<file path="src/rtl/pztb_reset_gen_pkg.sv">
// -----------------------------------------------------------------------------
// pztb_reset_gen_pkg
//   Shared types for the bench reset sequencer.
//   - state_e : sequencer states (assert all, staggered release, done)
//   - count_t : default-width cycle counter type
// -----------------------------------------------------------------------------
package pztb_reset_gen_pkg;

    localparam int DEFAULT_COUNT_WIDTH = 16;

    typedef logic [DEFAULT_COUNT_WIDTH-1:0] count_t;

    typedef enum logic [1:0] {
        ST_ASSERT  = 2'd0,
        ST_RELEASE = 2'd1,
        ST_DONE    = 2'd2
    } state_e;

endpackage

</file>
<file path="src/rtl/pztb_reset_gen_synchronizer.sv">
// -----------------------------------------------------------------------------
// pztb_reset_synchronizer
//   Reset synchronizer: assertion is asynchronous, deassertion is delayed by
//   SYNC_STAGES rising edges of clk.
//   Ports:
//     clk     in   clock
//     rst_n   in   asynchronous active-low reset
//     o_rst_n out  synchronized active-low reset
// -----------------------------------------------------------------------------
module pztb_reset_synchronizer #(
    parameter int SYNC_STAGES = 2
) (
    input  logic clk,
    input  logic rst_n,
    output logic o_rst_n
);

    logic [SYNC_STAGES-1:0] sync_q;
    logic [SYNC_STAGES-1:0] sync_d;

    always_comb begin
        sync_d = {sync_q[SYNC_STAGES-2:0], 1'b1};
    end

    // NOTE: sequential state uses non-blocking assignments so every flop
    // samples the pre-edge value of its neighbour, giving a true shift chain.
    always_ff @(posedge clk or negedge rst_n) begin
        if (!rst_n) begin
            sync_q <= '0;
        end else begin
            sync_q <= sync_d;
        end
    end

    assign o_rst_n = sync_q[SYNC_STAGES-1];

endmodule

</file>
<file path="src/rtl/pztb_reset_gen.sv">
// -----------------------------------------------------------------------------
// pztb_reset_gen
//   Bench reset sequencer. Holds NUM_RESETS active-low resets low for N cycles,
//   then releases them one by one in index order, STAGGER_CYCLES apart.
//   Ports:
//     clk              in   clock
//     rst_n            in   asynchronous active-low power-on reset
//     i_start          in   1-cycle request to begin a new reset sequence
//     i_assert_cycles  in   assert length; 0 selects ASSERT_CYCLES
//     o_reset_n        out  active-low resets to the DUT
//     o_busy           out  sequence in progress
//     o_done           out  all resets released, held until next sequence
// -----------------------------------------------------------------------------
module pztb_reset_gen
    import pztb_reset_gen_pkg::*;
#(
    parameter int NUM_RESETS     = 2,
    parameter int ASSERT_CYCLES  = 16,
    parameter int STAGGER_CYCLES = 4,
    parameter int SYNC_STAGES    = 2,
    parameter int COUNT_WIDTH    = DEFAULT_COUNT_WIDTH
) (
    input  logic                   clk,
    input  logic                   rst_n,
    input  logic                   i_start,
    input  logic [COUNT_WIDTH-1:0] i_assert_cycles,
    output logic [NUM_RESETS-1:0]  o_reset_n,
    output logic                   o_busy,
    output logic                   o_done
);

    localparam logic [COUNT_WIDTH-1:0] CNT_MAX   = '1;
    localparam logic [COUNT_WIDTH-1:0] STAG_LAST =
        COUNT_WIDTH'((STAGGER_CYCLES > 0) ? STAGGER_CYCLES - 1 : 0);
    // With a single output or no stagger, everything releases on the ASSERT exit.
    localparam bit ALL_AT_ONCE = (STAGGER_CYCLES == 0) || (NUM_RESETS == 1);

    logic fsm_rst_n;

    pztb_reset_synchronizer #(
        .SYNC_STAGES(SYNC_STAGES)
    ) u_sync (
        .clk    (clk),
        .rst_n  (rst_n),
        .o_rst_n(fsm_rst_n)
    );

    state_e                  state_q, state_d;
    logic [COUNT_WIDTH-1:0]  cnt_q,   cnt_d;
    logic [COUNT_WIDTH-1:0]  n_q,     n_d;
    logic                    load_q,  load_d;   // N not yet sampled since power-on
    logic [NUM_RESETS-1:0]   rel_q,   rel_d;    // 1 = released
    logic                    busy_q,  busy_d;
    logic                    done_q,  done_d;

    logic [COUNT_WIDTH-1:0]  eff_len;
    logic [COUNT_WIDTH-1:0]  n_cur;
    logic [COUNT_WIDTH-1:0]  cnt_inc;
    logic [NUM_RESETS-1:0]   rel_next;

    assign eff_len = (i_assert_cycles != '0) ? i_assert_cycles
                                             : COUNT_WIDTH'(ASSERT_CYCLES);
    // Saturating increment: the counter never wraps.
    assign cnt_inc = (cnt_q == CNT_MAX) ? cnt_q : cnt_q + COUNT_WIDTH'(1);

    // NOTE: every always_comb output gets a default first so no path leaves
    // a signal unassigned, which would otherwise infer a latch.
    always_comb begin
        state_d  = state_q;
        cnt_d    = cnt_q;
        n_d      = n_q;
        load_d   = load_q;
        rel_d    = rel_q;
        busy_d   = busy_q;
        done_d   = done_q;
        n_cur    = load_q ? eff_len : n_q;
        // Release register is a thermometer code filled from bit 0 upwards.
        rel_next = (rel_q << 1) | NUM_RESETS'(1);

        if (i_start) begin
            // Restart beats any terminal count seen in the same cycle.
            state_d = ST_ASSERT;
            cnt_d   = '0;
            n_d     = eff_len;
            load_d  = 1'b0;
            rel_d   = '0;
            busy_d  = 1'b1;
            done_d  = 1'b0;
        end else begin
            case (state_q)
                ST_ASSERT: begin
                    load_d = 1'b0;
                    n_d    = n_cur;
                    if (cnt_q == n_cur - COUNT_WIDTH'(1)) begin
                        cnt_d = '0;
                        if (ALL_AT_ONCE) begin
                            rel_d   = '1;
                            state_d = ST_DONE;
                            busy_d  = 1'b0;
                            done_d  = 1'b1;
                        end else begin
                            rel_d   = NUM_RESETS'(1);
                            state_d = ST_RELEASE;
                        end
                    end else begin
                        cnt_d = cnt_inc;
                    end
                end
                ST_RELEASE: begin
                    if (cnt_q == STAG_LAST) begin
                        cnt_d = '0;
                        rel_d = rel_next;
                        if (&rel_next) begin
                            state_d = ST_DONE;
                            busy_d  = 1'b0;
                            done_d  = 1'b1;
                        end
                    end else begin
                        cnt_d = cnt_inc;
                    end
                end
                ST_DONE: begin
                    // Hold until i_start or rst_n.
                end
                default: begin
                    state_d = ST_ASSERT;
                    cnt_d   = '0;
                    rel_d   = '0;
                    busy_d  = 1'b1;
                    done_d  = 1'b0;
                end
            endcase
        end
    end

    // Local reset asserts asynchronously with rst_n, releases synchronously.
    always_ff @(posedge clk or negedge fsm_rst_n) begin
        if (!fsm_rst_n) begin
            state_q <= ST_ASSERT;
            cnt_q   <= '0;
            n_q     <= COUNT_WIDTH'(ASSERT_CYCLES);
            load_q  <= 1'b1;
            rel_q   <= '0;
            busy_q  <= 1'b1;
            done_q  <= 1'b0;
        end else begin
            state_q <= state_d;
            cnt_q   <= cnt_d;
            n_q     <= n_d;
            load_q  <= load_d;
            rel_q   <= rel_d;
            busy_q  <= busy_d;
            done_q  <= done_d;
        end
    end

    assign o_reset_n = rel_q;
    assign o_busy    = busy_q;
    assign o_done    = done_q;

endmodule
</file>
<file path="config.mk">
export PLATFORM = sky130hd
export DESIGN_NAME = pztb_reset_gen
export DESIGN_NICKNAME = d
export VERILOG_FILES = /design/src/rtl/pztb_reset_gen_pkg.sv /design/src/rtl/pztb_reset_gen_synchronizer.sv /design/src/rtl/pztb_reset_gen.sv
export SDC_FILE = /design/constraint.sdc
export NUM_CORES = 1
export LEC_CHECK = 0
export CAP_MARGIN = 20
export CORE_MARGIN = 5
export CORE_UTILIZATION = 55
export DETAILED_ROUTE_END_ITERATION = 6
export PLACE_DENSITY = 0.8
export SYNTH_ARGS = -nofsm -noshare
export SYNTH_HDL_FRONTEND = slang
export SYNTH_HIERARCHICAL = 1
export SYNTH_SLANG_ARGS = --single-unit
</file>
<file path="constraint.sdc">
create_clock -name clk -period 2.2 [get_ports clk]
set_input_delay 0.55 -clock clk [delete_from_list [all_inputs] [get_ports clk]]
set_output_delay 0.55 -clock clk [all_outputs]
set_load 0.01 [all_outputs]
</file>
# [After elaboration in Yosys (flattened, before gate mapping)]
# Index checks and enable logic that the tools add are counted.
[totals] regBits=41 in_bits=19 output_inout_bits=4 word_cells=54
[op_classes] addsub=2 eq_ne=10 n_mux=27 n_reduce_logical=7
[op_table] operator="$mux W16" n=8
[op_table] operator="$pmux W16 S3" n=1
[op_table] operator="$add A16 B1 Y16 const B" n=1
[op_table] operator="$eq A16 B16 Y1" n=1
[op_table] operator="$eq A16 B16 Y1 const B" n=1
[op_table] operator="$eq A16 B2 Y1 const B" n=1
[op_table] operator="$reduce_bool A16 Y1" n=1
[op_table] operator="$sub A16 B1 Y16 const B" n=1
[op_table] operator="$mux W2" n=6
[op_table] operator="$pmux W2 S3" n=2
[op_table] operator="$ne A3 B3 Y1 const B" n=3
[op_table] operator="$mux W1" n=8
[op_table] operator="$reduce_and A3 Y1" n=2
[op_table] operator="$pmux W1 S2" n=2
[op_table] operator="$reduce_and A4 Y1" n=1
[op_table] operator="$eq A2 B1 Y1 const B" n=1
[op_table] operator="$eq A2 B2 Y1 const B" n=1
[op_table] operator="$logic_not A2 Y1" n=1
[op_table] operator="$ne A2 B1 Y1 const B" n=1
[op_table] operator="$ne A2 B2 Y1 const B" n=1
[op_table] operator="$reduce_bool A2 Y1" n=1
[op_table] operator="$reduce_or A2 Y1" n=1

# [Logic depth before layout (Yosys ltp)]
[logic_depth] depth_word=8 mapped_depth=14

# [Modules after synthesis]
# The synthesis kept the hierarchy.
[by_module_without_submodules] mod="pztb_reset_gen" instances=1 cells_per_inst=345 area_each_um2=3069.2 seq_area_each_um2=979.7
[by_module_without_submodules] mod="pztb_reset_synchronizer" instances=1 cells_per_inst=3 area_each_um2=53.8 seq_area_each_um2=50.0

# [Least setup slack after synthesis]
# OpenSTA, ideal clock, no wires.
[synth_path] path_kind="register -> register" from="register load_q" to="register cnt_q[11]" arrival_time_ns=3.753 required_ns=2.079 slack_ns=-1.674 stages_incl_launch_ff=15 path_buffers=4 cell_sequence="dfstp_2 -> buf_2 -> buf_2 -> clkbuf_1 -> mux2i_1 -> ha_1 -> o21ai_0 -> a211oi_1 -> nand2_1 -> xnor2_1 -> nand3_1 -> nor4_4 -> buf_6 -> o31ai_1 -> a22o_1"
[synth_between] elab_chain_len=6
[synth_lines] item="start, declared" line="pztb_reset_gen.sv:51" source="logic load_q, load_d;"
[synth_lines] item="start signal, assigned" line="pztb_reset_gen.sv:150" source="load_q <= load_d;"
[synth_lines] item="$mux W16" line="pztb_reset_gen.sv:76" source="n_cur = load_q ? eff_len : n_q;"
[synth_lines] item="$sub A16 B1 Y16" line="pztb_reset_gen.sv:94" source="if (cnt_q == n_cur - COUNT_WIDTH'(1)) begin"
[synth_lines] item="$eq A16 B16 Y1" line="pztb_reset_gen.sv:94"
[synth_lines] item="$mux W16" line="pztb_reset_gen.sv:94"
[synth_lines] item="$pmux W16 S3" line="pztb_reset_gen.sv:90" source="case (state_q)"
[synth_lines] item="$mux W16" line="pztb_reset_gen.sv:80" source="if (i_start) begin"
[synth_lines] item="end signal, assigned" line="pztb_reset_gen.sv:148" source="cnt_q <= cnt_d;"
[synth_lines] item="end, declared" line="pztb_reset_gen.sv:49" source="logic [COUNT_WIDTH-1:0] cnt_q, cnt_d;"
# No other way between the ends.
# A chain may end at the register's enable or synchronous reset.

# [Final worst setup path]
[layout_path] from="input port i_assert_cycles[2]" to="register cnt_q[6]"
[layout_between] elab_chain_len=8
[layout_lines] item="start, declared" line="pztb_reset_gen.sv:26" source="input logic [COUNT_WIDTH-1:0] i_assert_cycles,"
[layout_lines] item="$reduce_bool A16 Y1" line="pztb_reset_gen.sv:61" source="assign eff_len = (i_assert_cycles != '0) ? i_assert_cycles"
[layout_lines] item="$mux W16 (*)" line="pztb_reset_gen.sv:61"
[layout_lines] item="$mux W16 (*)" line="pztb_reset_gen.sv:76"
[layout_lines] item="$sub A16 B1 Y16 (*)" line="pztb_reset_gen.sv:94"
[layout_lines] item="$eq A16 B16 Y1 (*)" line="pztb_reset_gen.sv:94"
[layout_lines] item="$mux W16 (*)" line="pztb_reset_gen.sv:94"
[layout_lines] item="$pmux W16 S3 (*)" line="pztb_reset_gen.sv:90"
[layout_lines] item="$mux W16 (*)" line="pztb_reset_gen.sv:80"
# Every way passes the cells marked *; elsewhere a longest branch is shown, timed or not.

==> flow_summary_export.csv <==
group,metric,value,unit
yosys,syn_area,3120,um2
yosys,yosysWarnings,6,
cts,cts_buffers,5,
timing,final.hold.worst_slack,0.304,ns
route,route.detailed.drc,0,
placed_design,place_inst,523,
global_routing,number_of_antenna_violations_at_the_first_check_in_global_routing,0,
timing,slew_headroom,36.1,%
placed_design,dp_hpwl,7010,um
yosys,synth-edff-count,0,
power,seq_power_share,35.8,%
power,power_leakage,2.03,nW
timing,setup_viol,19,
cts,cts.reportedPaths.clkPinSlew,0.10,ns
timing,final_hold_vios,0,
die,dieWidth,85.4,um
final_layout,filler_cell_count,241,
cts,clock_latency_on_the_worst_skew_pair,0.32,ns
route,drtAntennaViolNets,0,
yosys,synth-seq-cells,41,
power,share_clk_of_total_power,33.4,%
power,power.switching_fraction,32.0,%
global_routing,grt_overflow,0,
final_layout,final_util,88.1,%
global_routing,first_pass_grt_wire_length,18700,um
final_layout,final_layout_size_suffix_gt1_share,45.2,%
power,power-per-cell-area,479,nW/um2
yosys,post_synthesis_sequential_area_ratio,33.0,%
global_routing,grt_max_degree,40,
yosys,netlist-cell-type-count,60,
yosys,synthesis.nets,369,
timing,post-route-worst-setup-slack,-1.28,ns
route,dr.first_iter.drc_count,470,
route,detail_route.wl_per_cell,26.2,um
final_layout,multi_input_comb_area,2380,um2
power,internal_power,1.58,mW
power,vdd.ir_drop.worst,0.415,mV
setup_path,required_time_worst_endpoint,2.41,ns
die,die_height,85.4,um
cts,clock_tree.htree_level_count,2,
yosys,synth_most_common_cell,"sky130_fd_sc_hd__dfrtp_1",
yosys,netlist_top_cells_count,"sky130_fd_sc_hd__dfrtp_1, sky130_fd_sc_hd__nor2_1, sky130_fd_sc_hd__nand2_1",
cts,tritoncts,"yes",
placed_design,port_buffers,22,
yosys,postSynth.asyncResetShare,100,%
global_routing,number_of_global_route_vias_before_repair,3758,
final_layout,area_delta_synth_final,55.3,%
power,p_switching,745,uW
final_layout,antenna-diode-count,0,
setup_path,cp_data_arrival_time,3.69,ns
min_path,hold_path.class,"flop to async pin",
timing,clock.fmax,287,MHz
yosys,synthTopCellsByArea,"sky130_fd_sc_hd__dfrtp_1, sky130_fd_sc_hd__xnor2_1, sky130_fd_sc_hd__mux2i_1",
power,combPwrFrac,30.8,%
flow_run,cap_viol_max_count,0,
timing,min_period,3.48,ns
setup_path,worst-setup-path-type,"input pin to flop",
die,core,5510,um2
placed_design,routabilityCongestion,0.945,
die,io_pins,23,
route,drt-vias-per-instance,7.05,
final_layout,num-nets-final,500,
route,vias,3890,
yosys,synthesis.instances,348,
cts,clock_tree_buffer_depth,2,
setup_path,worst_setup_path_end_kind,"flop",
yosys,syn-mean-instance-area,8.97,um2
die,initial_utilization,56.7,%
cts,clock_sinks,41,
die,floorplan.rows,27,
setup_path,critPathMaxFanout,8,
setup_path,cp-start-kind,"input pin",
die,die_area,7290,um2
run_status,violations,"setup timing",
final_layout,finish.cell_count_without_fillers,552,
timing,final_min_period_over_clock_period,158,%
cts,cts_root_buf,"sky130_fd_sc_hd__clkbuf_8",
yosys,post-synth-top-area-cell,"sky130_fd_sc_hd__dfrtp_1",
yosys,dominantRegCellSynth,"sky130_fd_sc_hd__dfrtp_1",
yosys,top_area_cell_type_share_of_the_netlist_area,30.4,%
timing,worst_tran_pin_value,0.935,ns
timing,finalMaxSlewViolations,0,
timing,rsz0062_at_grt,"yes",
final_layout,ff_latch_area,1030,um2
run_status,outcome,"finished with violations",
route,drt_pre_antenna_iters,6,
timing,fin_worst_skew,0.0141,ns
global_routing,grt.total_usage,32.2,%
route,routed_wl,14500,um
## final timing paths
kind | to | slack, ns | from | cells after the start
max | cnt_q[6]$_DFFE_PN0N_ | -1.28 | i_assert_cycles[2] | 12
min | n_q[6]$_DFFE_PN0P_ | 0.30 | u_sync/sync_q[1]$_DFF_PN0_ | 1
max reg2reg | cnt_q[6]$_DFFE_PN0N_ | -1.27 | load_q$_DFFE_PN1P_ | 14
min reg2reg | n_q[6]$_DFFE_PN0P_ | 0.30 | u_sync/sync_q[1]$_DFF_PN0_ | 1
max in group asynchronous | cnt_q[1]$_DFFE_PN0N_ | 1.49 | u_sync/sync_q[1]$_DFF_PN0_ | 1
min in group clk | u_sync/sync_q[1]$_DFF_PN0_ | 0.36 | u_sync/sync_q[0]$_DFF_PN0_ | 0
## cell usage in the layout (no fill, tap or decap), types with 5 or more instances in the layout
cell / count
sky130_fd_sc_hd__xor2_1: 7
sky130_fd_sc_hd__nand3_1: 7
sky130_fd_sc_hd__clkdlybuf4s50_1: 8
sky130_fd_sc_hd__a21oi_2: 7
sky130_fd_sc_hd__nand2b_1: 10
sky130_fd_sc_hd__buf_6: 12
sky130_fd_sc_hd__mux2i_1: 13
sky130_fd_sc_hd__buf_4: 104
sky130_fd_sc_hd__a21oi_1: 8
sky130_fd_sc_hd__nor2_1: 24
sky130_fd_sc_hd__dfrtp_1: 37
sky130_fd_sc_hd__inv_1: 8
sky130_fd_sc_hd__nor3_1: 12
sky130_fd_sc_hd__mux2_2: 14
sky130_fd_sc_hd__o31ai_1: 5
sky130_fd_sc_hd__and3_1: 6
sky130_fd_sc_hd__clkbuf_8: 5
sky130_fd_sc_hd__a22o_1: 8
sky130_fd_sc_hd__nor4_1: 11
sky130_fd_sc_hd__xnor2_1: 17
sky130_fd_sc_hd__nand2_1: 20
sky130_fd_sc_hd__nand4_1: 5
## power groups by stage
stage               Sequential, mW  Clock, mW  Combinational (mW)
finish                       0.832      0.776               0.717
global route                 0.834      0.811               0.747
CTS                          0.823      0.765               0.545
detailed placement           0.833          0               0.508
global placement             0.830          0               0.488
floorplan                    0.844          0               0.253
## stage by stage
stage | setup TNS [ns] | area [um2] | setup slack (ns) | power, mW
final | -22.97 | 4850 | -1.28 | 2.32
after floorplan | -18.08 | 3170 | -1.06 | 1.10
after global placement | -24.82 | 4140 | -1.40 | 1.32
after CTS | -17.28 | 4530 | -0.980 | 2.13
after global routing | -24.61 | 4850 | -1.39 | 2.39
after detailed placement | -26.42 | 4140 | -1.53 | 1.34
## cell type report
class | instances | area share (%)
Clock buffer | 5 | 1.42
Timing Repair Buffer | 142 | 24.4
Tap cell | 72 | 1.86
Clock inverter | 3 | 1.42
Inverter | 8 | 0.619
Multi-Input combinational cell | 281 | 49.0
Sequential cell | 41 | 21.3
## timing repair
item,4_1_cts,5_1_grt
gates resized for setup,67,56
buffers inserted,11,10
pin swaps,15,29
setup endpoints to repair,19,22
hold buffers,0,0
## per-layer routing
layer | share of wire (%) | up-vias | track usage, %
met1 | 34 | 1820 | 37.9
met5 | 0 | - | 0
met3 | 10 | 137 | 5.63
met4 | 9.2 | 0 | 18.3
li1 | - | 1570 | -
met2 | 46 | 363 | 54.9
## critical path, cell delays in order
cell	delay [ns]
sky130_fd_sc_hd__clkdlybuf4s15_1	0.22
sky130_fd_sc_hd__nor3_1	0.40
sky130_fd_sc_hd__buf_4	0.22
sky130_fd_sc_hd__a22oi_2	0.11
sky130_fd_sc_hd__a2111oi_0	0.86
sky130_fd_sc_hd__xnor2_1	0.24
sky130_fd_sc_hd__nand3_2	0.13
sky130_fd_sc_hd__nor4_4	0.31
sky130_fd_sc_hd__buf_12	0.18
sky130_fd_sc_hd__buf_12	0.14
sky130_fd_sc_hd__o21ai_1	0.08
sky130_fd_sc_hd__a22o_1	0.22
## cells by family after synthesis
kind of cell    synth area share (%)
mux                             10.8
buf+inv                         3.73
flops                           33.0
compound gates                  16.8
simple gates                    26.4
other cells                    0.120
fa+ha+maj                      0.801
xor+xnor                        8.41
## state kept, by name, summed over array words and instances (netlist names)
register / flops
o_done: 1
n_q: 16
u_sync/sync_q: 2
o_reset_n: 2
load_q: 1
state_q: 2
o_busy: 1
cnt_q: 16
Note: power is estimated with default switching activity, not from simulation.
